$ cat src/rtl/mem_ctrl_pkg.sv
// Shared constants for the byte-serial memory controller: memory command
// encodings, access-size codes, FSM state codes and a size helper.
package mem_ctrl_pkg;

   // mem_vis_signal command encodings
   localparam logic [1:0] IDLE      = 2'b00;
   localparam logic [1:0] READ_INST = 2'b01;
   localparam logic [1:0] READ_DATA = 2'b10;
   localparam logic [1:0] WRITE     = 2'b11;

   // data_size codes (11 behaves as a word)
   localparam logic [1:0] SIZE_BYTE = 2'b00;
   localparam logic [1:0] SIZE_HALF = 2'b01;
   localparam logic [1:0] SIZE_WORD = 2'b10;

   // Byte counter width: at most four bytes per transaction
   localparam int unsigned CNT_W = 2;

   typedef enum logic [2:0] {
      S_IDLE    = 3'd0,
      S_INST_RD = 3'd1,
      S_DATA_RD = 3'd2,
      S_DATA_WR = 3'd3,
      S_DONE    = 3'd4
   } state_t;

   // Number of bytes moved for a given data_size code
   function automatic logic [2:0] size_bytes(input logic [1:0] size);
      case (size)
         SIZE_BYTE: return 3'd1;
         SIZE_HALF: return 3'd2;
         SIZE_WORD: return 3'd4;
         default:   return 3'd4;
      endcase
   endfunction

endpackage

$ cat src/rtl/mem_ctrl_arbiter.sv
// Grant logic between instruction fetch and load/store requesters.
// MEM_CTRL_RR_EN: round-robin via a last-grant bit; otherwise data has
// fixed priority over instruction fetch.
module mem_arbiter (
`ifdef MEM_CTRL_RR_EN
   input  logic clk,
   input  logic rst,
`endif
   input  logic grant_en,
   input  logic inst_req,
   input  logic data_req,
   output logic grant_inst_c,
   output logic grant_data_c
);

   logic pick_data_c;

`ifdef MEM_CTRL_RR_EN
   logic last_data_q;

   // Data wins unless it was also the last one served and inst is waiting
   assign pick_data_c = data_req & (~inst_req | ~last_data_q);

   // Remember who was granted last; reset treats instruction as last served
   always_ff @(posedge clk or posedge rst) begin
      if (rst) begin
         last_data_q <= 1'b0;
      end else if (grant_inst_c | grant_data_c) begin
         last_data_q <= grant_data_c;
      end
   end
`else
   assign pick_data_c = data_req;
`endif

   assign grant_data_c = grant_en & pick_data_c;
   assign grant_inst_c = grant_en & inst_req & ~pick_data_c;

endmodule

$ cat src/rtl/mem_ctrl.sv
// Byte-serial memory controller: serves instruction fetches and data
// loads/stores one byte per cycle over an 8-bit memory port.
// MEM_CTRL_RR_EN selects round-robin arbitration (default: data priority).
module mem_ctrl
   import mem_ctrl_pkg::*;
#(
   parameter int unsigned ADDR_WIDTH = 17,
   parameter int unsigned LEN        = 32,
   parameter int unsigned BYTE_SIZE  = 8
) (
   input  logic                  clk,
   input  logic                  rst,
   input  logic                  inst_req,
   input  logic [ADDR_WIDTH-1:0] inst_addr,
   output logic                  inst_ready,
   output logic [LEN-1:0]        inst_data,
   input  logic                  data_req,
   input  logic                  data_we,
   input  logic [1:0]            data_size,
   input  logic [ADDR_WIDTH-1:0] data_addr,
   input  logic [LEN-1:0]        data_wdata,
   output logic                  data_ready,
   output logic [LEN-1:0]        data_rdata,
   output logic [ADDR_WIDTH-1:0] mem_vis_addr,
   output logic [1:0]            mem_vis_signal,
   output logic [BYTE_SIZE-1:0]  writen_data,
   input  logic [BYTE_SIZE-1:0]  mem_data
);

   state_t               state_q, state_n;
   logic [CNT_W-1:0]     k_q, k_n, k_inc;
   logic [2:0]           n_q, n_n;
   logic                 owner_data_q, owner_data_n;
   logic [LEN-1:0]       wdata_q, wdata_n;
   logic [LEN-1:0]       rbuf_q, rbuf_n;
   logic                 cap_valid_q, cap_valid_n;
   logic [CNT_W-1:0]     cap_idx_q, cap_idx_n;

   logic [ADDR_WIDTH-1:0] addr_n;
   logic [1:0]            sig_n;
   logic [BYTE_SIZE-1:0]  wr_n;
   logic                  inst_ready_n, data_ready_n;
   logic [LEN-1:0]        inst_data_n, data_rdata_n;

   logic arb_en_c, grant_inst_c, grant_data_c;

   assign arb_en_c = (state_q == S_IDLE);
   assign k_inc    = k_q + 2'd1;

   mem_arbiter u_arb (
`ifdef MEM_CTRL_RR_EN
      .clk          (clk),
      .rst          (rst),
`endif
      .grant_en     (arb_en_c),
      .inst_req     (inst_req),
      .data_req     (data_req),
      .grant_inst_c (grant_inst_c),
      .grant_data_c (grant_data_c)
   );

   // Next-state and next-output logic; every output is registered below
   always_comb begin
      state_n      = state_q;
      k_n          = k_q;
      n_n          = n_q;
      owner_data_n = owner_data_q;
      wdata_n      = wdata_q;
      rbuf_n       = rbuf_q;
      cap_valid_n  = 1'b0;
      cap_idx_n    = k_q;
      addr_n       = mem_vis_addr;
      sig_n        = IDLE;
      wr_n         = writen_data;
      inst_ready_n = 1'b0;
      data_ready_n = 1'b0;
      inst_data_n  = inst_data;
      data_rdata_n = data_rdata;

      // Read byte issued last cycle is on mem_data now
      if (cap_valid_q) begin
         rbuf_n = rbuf_q | (LEN'(mem_data) << (BYTE_SIZE * cap_idx_q));
      end

      case (state_q)
         S_IDLE: begin
            k_n = '0;
            if (grant_data_c) begin
               owner_data_n = 1'b1;
               n_n          = size_bytes(data_size);
               wdata_n      = data_wdata;
               rbuf_n       = '0;
               addr_n       = data_addr;
               if (data_we) begin
                  state_n = S_DATA_WR;
                  sig_n   = WRITE;
                  wr_n    = data_wdata[BYTE_SIZE-1:0];
               end else begin
                  state_n = S_DATA_RD;
                  sig_n   = READ_DATA;
               end
            end else if (grant_inst_c) begin
               owner_data_n = 1'b0;
               n_n          = 3'd4;
               rbuf_n       = '0;
               addr_n       = inst_addr;
               state_n      = S_INST_RD;
               sig_n        = READ_INST;
            end
         end

         S_INST_RD, S_DATA_RD: begin
            // Issue phase: a read is on the bus this cycle
            if (mem_vis_signal != IDLE) begin
               cap_valid_n = 1'b1;
               cap_idx_n   = k_q;
               if (3'(k_q) != n_q - 3'd1) begin
                  k_n    = k_inc;
                  addr_n = mem_vis_addr + ADDR_WIDTH'(1);
                  sig_n  = mem_vis_signal;
               end
            end
            // Last byte arrives: publish result and pulse the owner's ready
            if (cap_valid_q && (3'(cap_idx_q) == n_q - 3'd1)) begin
               state_n = S_DONE;
               if (owner_data_q) begin
                  data_ready_n = 1'b1;
                  data_rdata_n = rbuf_n;
               end else begin
                  inst_ready_n = 1'b1;
                  inst_data_n  = rbuf_n;
               end
            end
         end

         S_DATA_WR: begin
            if (3'(k_q) != n_q - 3'd1) begin
               k_n    = k_inc;
               addr_n = mem_vis_addr + ADDR_WIDTH'(1);
               sig_n  = WRITE;
               wr_n   = BYTE_SIZE'(wdata_q >> (BYTE_SIZE * k_inc));
            end else begin
               state_n      = S_DONE;
               data_ready_n = 1'b1;
            end
         end

         S_DONE: begin
            state_n = S_IDLE;
         end

         default: begin
            state_n = S_IDLE;
         end
      endcase
   end

   // State and output registers; reset aborts any transaction immediately
   always_ff @(posedge clk or posedge rst) begin
      if (rst) begin
         state_q        <= S_IDLE;
         k_q            <= '0;
         n_q            <= 3'd0;
         owner_data_q   <= 1'b0;
         wdata_q        <= '0;
         rbuf_q         <= '0;
         cap_valid_q    <= 1'b0;
         cap_idx_q      <= '0;
         mem_vis_addr   <= '0;
         mem_vis_signal <= IDLE;
         writen_data    <= '0;
         inst_ready     <= 1'b0;
         data_ready     <= 1'b0;
         inst_data      <= '0;
         data_rdata     <= '0;
      end else begin
         state_q        <= state_n;
         k_q            <= k_n;
         n_q            <= n_n;
         owner_data_q   <= owner_data_n;
         wdata_q        <= wdata_n;
         rbuf_q         <= rbuf_n;
         cap_valid_q    <= cap_valid_n;
         cap_idx_q      <= cap_idx_n;
         mem_vis_addr   <= addr_n;
         mem_vis_signal <= sig_n;
         writen_data    <= wr_n;
         inst_ready     <= inst_ready_n;
         data_ready     <= data_ready_n;
         inst_data      <= inst_data_n;
         data_rdata     <= data_rdata_n;
      end
   end

endmodule

$ cat config.mk
export PLATFORM = sky130hd
export DESIGN_NAME = mem_ctrl
export DESIGN_NICKNAME = d
export VERILOG_FILES = /design/src/rtl/mem_ctrl_pkg.sv /design/src/rtl/mem_ctrl_arbiter.sv /design/src/rtl/mem_ctrl.sv
export SDC_FILE = /design/constraint.sdc
export NUM_CORES = 1
export LEC_CHECK = 0
export CORE_UTILIZATION = 40
export DETAILED_ROUTE_END_ITERATION = 6
export GPL_TIMING_DRIVEN = 1
export PLACE_DENSITY = 0.69
export SYNTH_ARGS = -nofsm -noshare
export SYNTH_HDL_FRONTEND = slang
export SYNTH_SLANG_ARGS = --single-unit
$ cat constraint.sdc
create_clock -name clk -period 4.7 [get_ports clk]
set_clock_uncertainty 0.05 [all_clocks]
set_input_delay 0.47 -clock clk [delete_from_list [all_inputs] [get_ports clk]]
set_output_delay 0.47 -clock clk [all_outputs]
set_load 0.01 [all_outputs]
==> impl_metrics.toml, run 1 <==
[status]
outcome = "finished clean"

[floorplanning]
core-area_sq_um = 17500
dieArea_sq_um = 18600
core.rowCount = 48
dieWidth_um = 136
initial_core_util_pct = 41.3
num_io_pins = 174
die_y_um = 136

[sta]
hold_violations = 0
worst-slew-pin-transition_ns = 1.13
maxSlewHeadroom_pct = 24.9
drv_slew = 0
min_period_ns = 2.90
finalSetupViolations = 0
whs_ns = 0.417
grt_setup_unrepaired = "false"
finalSetupTns_ns = 0
fmax_mhz = 345
min_period_over_period_pct = 61.6

[routing]
first_iter_violations = 358
vias_per_cell = 5.24
vias = 5880
drcViolationCount = 0
drt_wl_total_mm = 18.5
first_pass_iters = 7
wl_per_cell_um = 16.5
ant_nets = 0

[synth]
synth_cell_types = 64
syn_area_sq_um = 7210
yosys_register_bits = 169
ys.flop_type = "dfrtp_1"
synth-edff-count = 0
ys_async_sr_fraction_pct = 100
yosys.area.top_type_share_pct = 58.7
synth_top_area_cell = "dfrtp_1"
synth_nets = 811
synthTopCellsByArea = "dfrtp_1 59%, nand2_1 8.1%, a21oi_1 6.0%"
syn-instance-count = 728
seq_area_frac_synth_pct = 58.7
synth.avg_cell_area_sq_um = 9.90
yosysWarnings = 0

[clocking]
post_cts_buffers = 0
ctsHoldBuffers = 0
cts.sinks = 169
cts_buffers = 17
tritoncts = "built"
clockRootBuffer = "clkbuf_16"
htreeDepth = 4
clk_latency_ns = 0.42
cts.path.max_buffers = 2
cts.clk_slew.worst_paths_ns = 0.06
cts_resized = 0

[worst_setup_path]
worstReg2RegEnd = "data_rdata[24]"
start_kind = "flop"
end_kind = "flop"
rr_worst_depth = 6
reg2reg_slack_ns = 1.80
critPathMaxFanout = 65
startpoint = "n_q[0]"
path_class = "flop to flop"
worst-endpoint-arrival_ns = 3.13
cp.required_ns = 4.94
timing.rr.start = "n_q[0]"
endpoint = "data_rdata[24]"

[global_route]
antenna_found_initial = 0
grt_pass1_wl_mm = 29.2
grt_use_total_pct = 20.6
overflow = 0
grt_max_degree = 97
grt_pass1_vias = 5471

[layout]
fin_area_sq_um = 9740
syn_to_final_growth_pct = 35.1
diodes = 0
num-fill-cells = 1553
nets = 968
drive_gt1_share_pct = 6.69

[power_and_ir_drop]
power_density_nw_per_um2 = 738
power_mw = 7.19
ir_drop_mv = 0.360
power.leakage_nw = 4.30

[min_path]
min_path_type = "flop to flop"
min_from = "wdata_q[23]"

[placement]
gp_congestion = 0.882
place_hpwl_mm = 12.8
portBuffers = 173
placed_cell_area_sq_um = 9100

[run]
maxCapViolations = 0
[worst min path at each step]
stage	end	cells past startpoint	slack, ns
after floorplan	cap_idx_q[1]	0	0.30
after global placement	wdata_q[7]	2	0.40
after detailed placement	wdata_q[31]	2	0.41
after CTS	wdata_q[31]	2	0.42
after global routing	wdata_q[20]	2	0.44
final	wdata_q[23]	2	0.42
[cell usage in the layout, fill, tap and decap left out, drive strengths merged, types with 3 or more instances in the layout]
cell / n
a211oi: 4
a21oi: 88
a311oi: 3
and3: 5
buf: 7
bufinv: 5
clkbuf: 20
clkdlybuf4s50: 173
clkinv: 4
dfrtp: 169
inv: 7
mux2i: 8
mux4: 8
nand2: 155
nand3: 14
nand4: 4
nor2: 95
nor3: 7
nor3b: 4
nor4: 4
o21ai: 53
o2bb2ai: 3
xnor2: 4
xor2: 3
[cells in the mapped netlist (all sizes together), types with 3 or more instances]
library cell and instances:
a21oi 88, o2bb2ai 3, dfrtp 169, o21ai 53
mux2i 8, nor3b 4, xor2 3, nand2 155
xnor2 4, nor3 7, and3 5, a311oi 3
nor2 95, nand3 14, nand4 4, a211oi 4
inv 7, mux4 8, buf 31, nor4 4
clkbuf 11
[worst max-delay path: stages (launching register included)]
cell	delay, ns
dfrtp_1	0.39
inv_1	0.08
ha_1	0.35
xor2_1	0.20
and4_1	0.27
nand3_2	0.84
o21ai_0	0.56
[layer usage]
layer / track usage (%) / wire length, um / up-vias
met3: 5.22 / 1270 / 17
li1: - / - / 2823
met1: 28.7 / 8390 / 2811
met5: 0 / 0 / -
met2: 31.9 / 8610 / 229
met4: 5.43 / 225 / 0
[sequential cells by signal, summed over array words and instances, names as in the netlist]
| register | flops |
|---|---|
| cap_valid_q | 1 |
| data_rdata | 32 |
| data_ready | 1 |
| mem_vis_signal | 2 |
| n_q | 3 |
| k_q | 2 |
| rbuf_q | 32 |
| state_q | 3 |
| owner_data_q | 1 |
| mem_vis_addr | 17 |
| inst_ready | 1 |
| writen_data | 8 |
| cap_idx_q | 2 |
| inst_data | 32 |
| wdata_q | 32 |
[where the power goes]
part | internal, mW | leakage, nW | switching [mW]
combinational | 1.44 | 2.01 | 1.59
sequential | 2.13 | 1.98 | 0.517
clock | 0.957 | 0.310 | 0.566
[per-stage QoR]
| step | worst slack [ns] | instances | util (%) |
|---|---|---|---|
| final | 1.80 | 1122 | 55.7 |
| after global routing | 1.48 | 1122 | 55.7 |
| after CTS | 1.73 | 1122 | 55.7 |
| after detailed placement | 1.79 | 1091 | 52.1 |
| after global placement | 1.87 | 1091 | 52.1 |
| after floorplan | 2.03 | 728 | - |
[logic make-up after synthesis]
family | Yosys count | share of synthesized area (%)
mux | 16 | 3.66
fa+ha+maj | 2 | 0.347
compound gates | 187 | 15.8
xor+xnor | 7 | 0.955
simple gates | 298 | 17.4
buf+inv | 49 | 3.19
flops | 169 | 58.7
[area by class of cell]
class | instances | area, sq um | share of cell area (%)
flip-flops and latches | 169 | 4230 | 43.4
multi-input cells | 510 | 2760 | 28.4
repair buffers | 180 | 1800 | 18.4
clock buffers | 20 | 447 | 4.59
well taps | 225 | 282 | 2.89
clock inverters | 11 | 194 | 1.99
inverters | 7 | 30.0 | 0.308
Power figures use the tool's default switching activity.
==> inputs of run 2 (changes only) <==
==> constraint.sdc (replaced) <==
create_clock -name clk -period 2.4 [get_ports clk]
set_clock_uncertainty 0.05 [all_clocks]
set_input_delay 0.24 -clock clk [delete_from_list [all_inputs] [get_ports clk]]
set_output_delay 0.24 -clock clk [all_outputs]
set_load 0.01 [all_outputs]
==> impl_metrics.toml, run 2 (synthesis results as in run 1) <==
[routing]
vias_per_cell = 5.30
first_pass_iters = 5
drcViolationCount = 0
first_iter_violations = 286
wl_per_cell_um = 16.8
ant_nets = 0
drt_wl_total_mm = 19.2
vias = 6037

[sta]
fmax_mhz = 438
hold_violations = 0
finalSetupViolations = 0
min_period_ns = 2.28
maxSlewHeadroom_pct = 35.1
worst-slew-pin-transition_ns = 0.971
whs_ns = 0.220
drv_slew = 0
min_period_over_period_pct = 95.0
grt_setup_unrepaired = "false"

[worst_setup_path]
start_kind = "flop"
path_cells = "inv_1 > ha_1 > xnor2_2 > o31a_1 > a21oi_4 > nor2_1 > o22a_1"
worst-endpoint-arrival_ns = 2.54
critical_path_buf_inv_count = 1
path_class = "flop to flop"
critPathMaxStageDelay_ns = 0.45
cp_top_family = "compound AO/OA/AOI/OAI gates"
end_kind = "flop"
cp.required_ns = 2.66
critPathMaxFanout = 14
cpMaxStageDelayCell = "a21oi_4"

[clocking]
clk_latency_ns = 0.42
ctsHoldBuffers = 0
htreeDepth = 4
cts_buffers = 17
cts.clk_slew.worst_paths_ns = 0.06
tritoncts = "built"
clockRootBuffer = "clkbuf_16"
post_cts_buffers = 0
cts.sinks = 169
cts_resized = 0
cts.path.max_buffers = 2

[layout]
syn_to_final_growth_pct = 36.7
diodes = 0
nets = 986
drive_gt1_share_pct = 8.42
finalCoreUtilization_pct = 56.4
final_common_cell = "clkdlybuf4s50_1"
final_cell_mix = "173 x clkdlybuf4s50_1, 169 x dfrtp_1, 155 x nand2_1"
num-fill-cells = 1570

[floorplanning]
core-area_sq_um = 17500
dieArea_sq_um = 18600
initial_core_util_pct = 41.3
dieWidth_um = 136
num_io_pins = 174
core.rowCount = 48
die_y_um = 136

[global_route]
overflow = 0
grt_pass1_wl_mm = 30.0
antenna_found_initial = 0
grt_max_degree = 66
grt_use_total_pct = 21.4
grt_pass1_vias = 5630

[power_and_ir_drop]
ir_drop_mv = 0.675
power_density_nw_per_um2 = 1410
power_mw = 13.9
power.leakage_nw = 4.36

[status]
outcome = "finished clean"

[placement]
gp_congestion = 0.935
place_hpwl_mm = 13.5
portBuffers = 173

[run]
maxCapViolations = 0

[min_path]
min_path_type = "primary input to asynchronous set/reset pin"
==> run 2: layout make-up <==
cell class | instances | area [sq um] | share of cell area (%)
Inverter | 7 | 30.0 | 0.305
Multi-Input combinational cell | 510 | 2760 | 28.0
Clock buffer | 21 | 450 | 4.57
Sequential cell | 169 | 4230 | 42.9
Clock inverter | 10 | 93.8 | 0.952
Tap cell | 225 | 282 | 2.86
Timing Repair Buffer | 198 | 2010 | 20.4
==> run 2: through the flow <==
step	TNS (ns)	setup WS (ns)	cell area [sq um]	std cells
after floorplan	-7.56	-0.0447	7210	728
after global placement	0	0.219	9310	1109
after detailed placement	0	0.157	9310	1109
after CTS	0	0.145	9860	1140
after global routing	0	0.0158	9860	1140
final	0	0.119	9860	1140
==> run 2: final timing paths <==
kind / from / end / slack [ns] / cells past startpoint
worst min-delay path: rst / data_rdata[28] / 0.22 / 2
min in group clk: data_wdata[27] / wdata_q[27] / 0.29 / 3
worst max register to register: n_q[0] / mem_vis_addr[13] / 0.12 / 7
max in group asynchronous: rst / state_q[1] / 1.44 / 3
worst min register to register: data_rdata[24] / data_rdata[24] / 0.43 / 2
worst max-delay path: n_q[0] / mem_vis_addr[13] / 0.12 / 7
==> run 2: per-layer routing <==
| metal | vias up | global-route usage, % | share of wire (%) |
|---|---|---|---|
| li1 | 2858 | - | - |
| met1 | 2927 | 29.1 | 45 |
| met2 | 237 | 34.2 | 48 |
| met3 | 15 | 4.62 | 6.1 |
| met4 | 0 | 6.30 | 0.95 |
| met5 | - | 0 | 0 |
==> run 2: worst register-to-register path, cell delays in order, from the launching register on <==
cell,delay (ns)
dfrtp_1,0.40
inv_1,0.09
ha_1,0.36
xnor2_2,0.20
o31a_1,0.34
a21oi_4,0.45
nor2_1,0.11
o22a_1,0.19
==> run 2: where the power goes <==
group	internal, mW	switching, mW	total (mW)
logic	2.97	3.32	6.30
clock network	1.45	1.12	2.57
registers	4.16	0.897	5.06
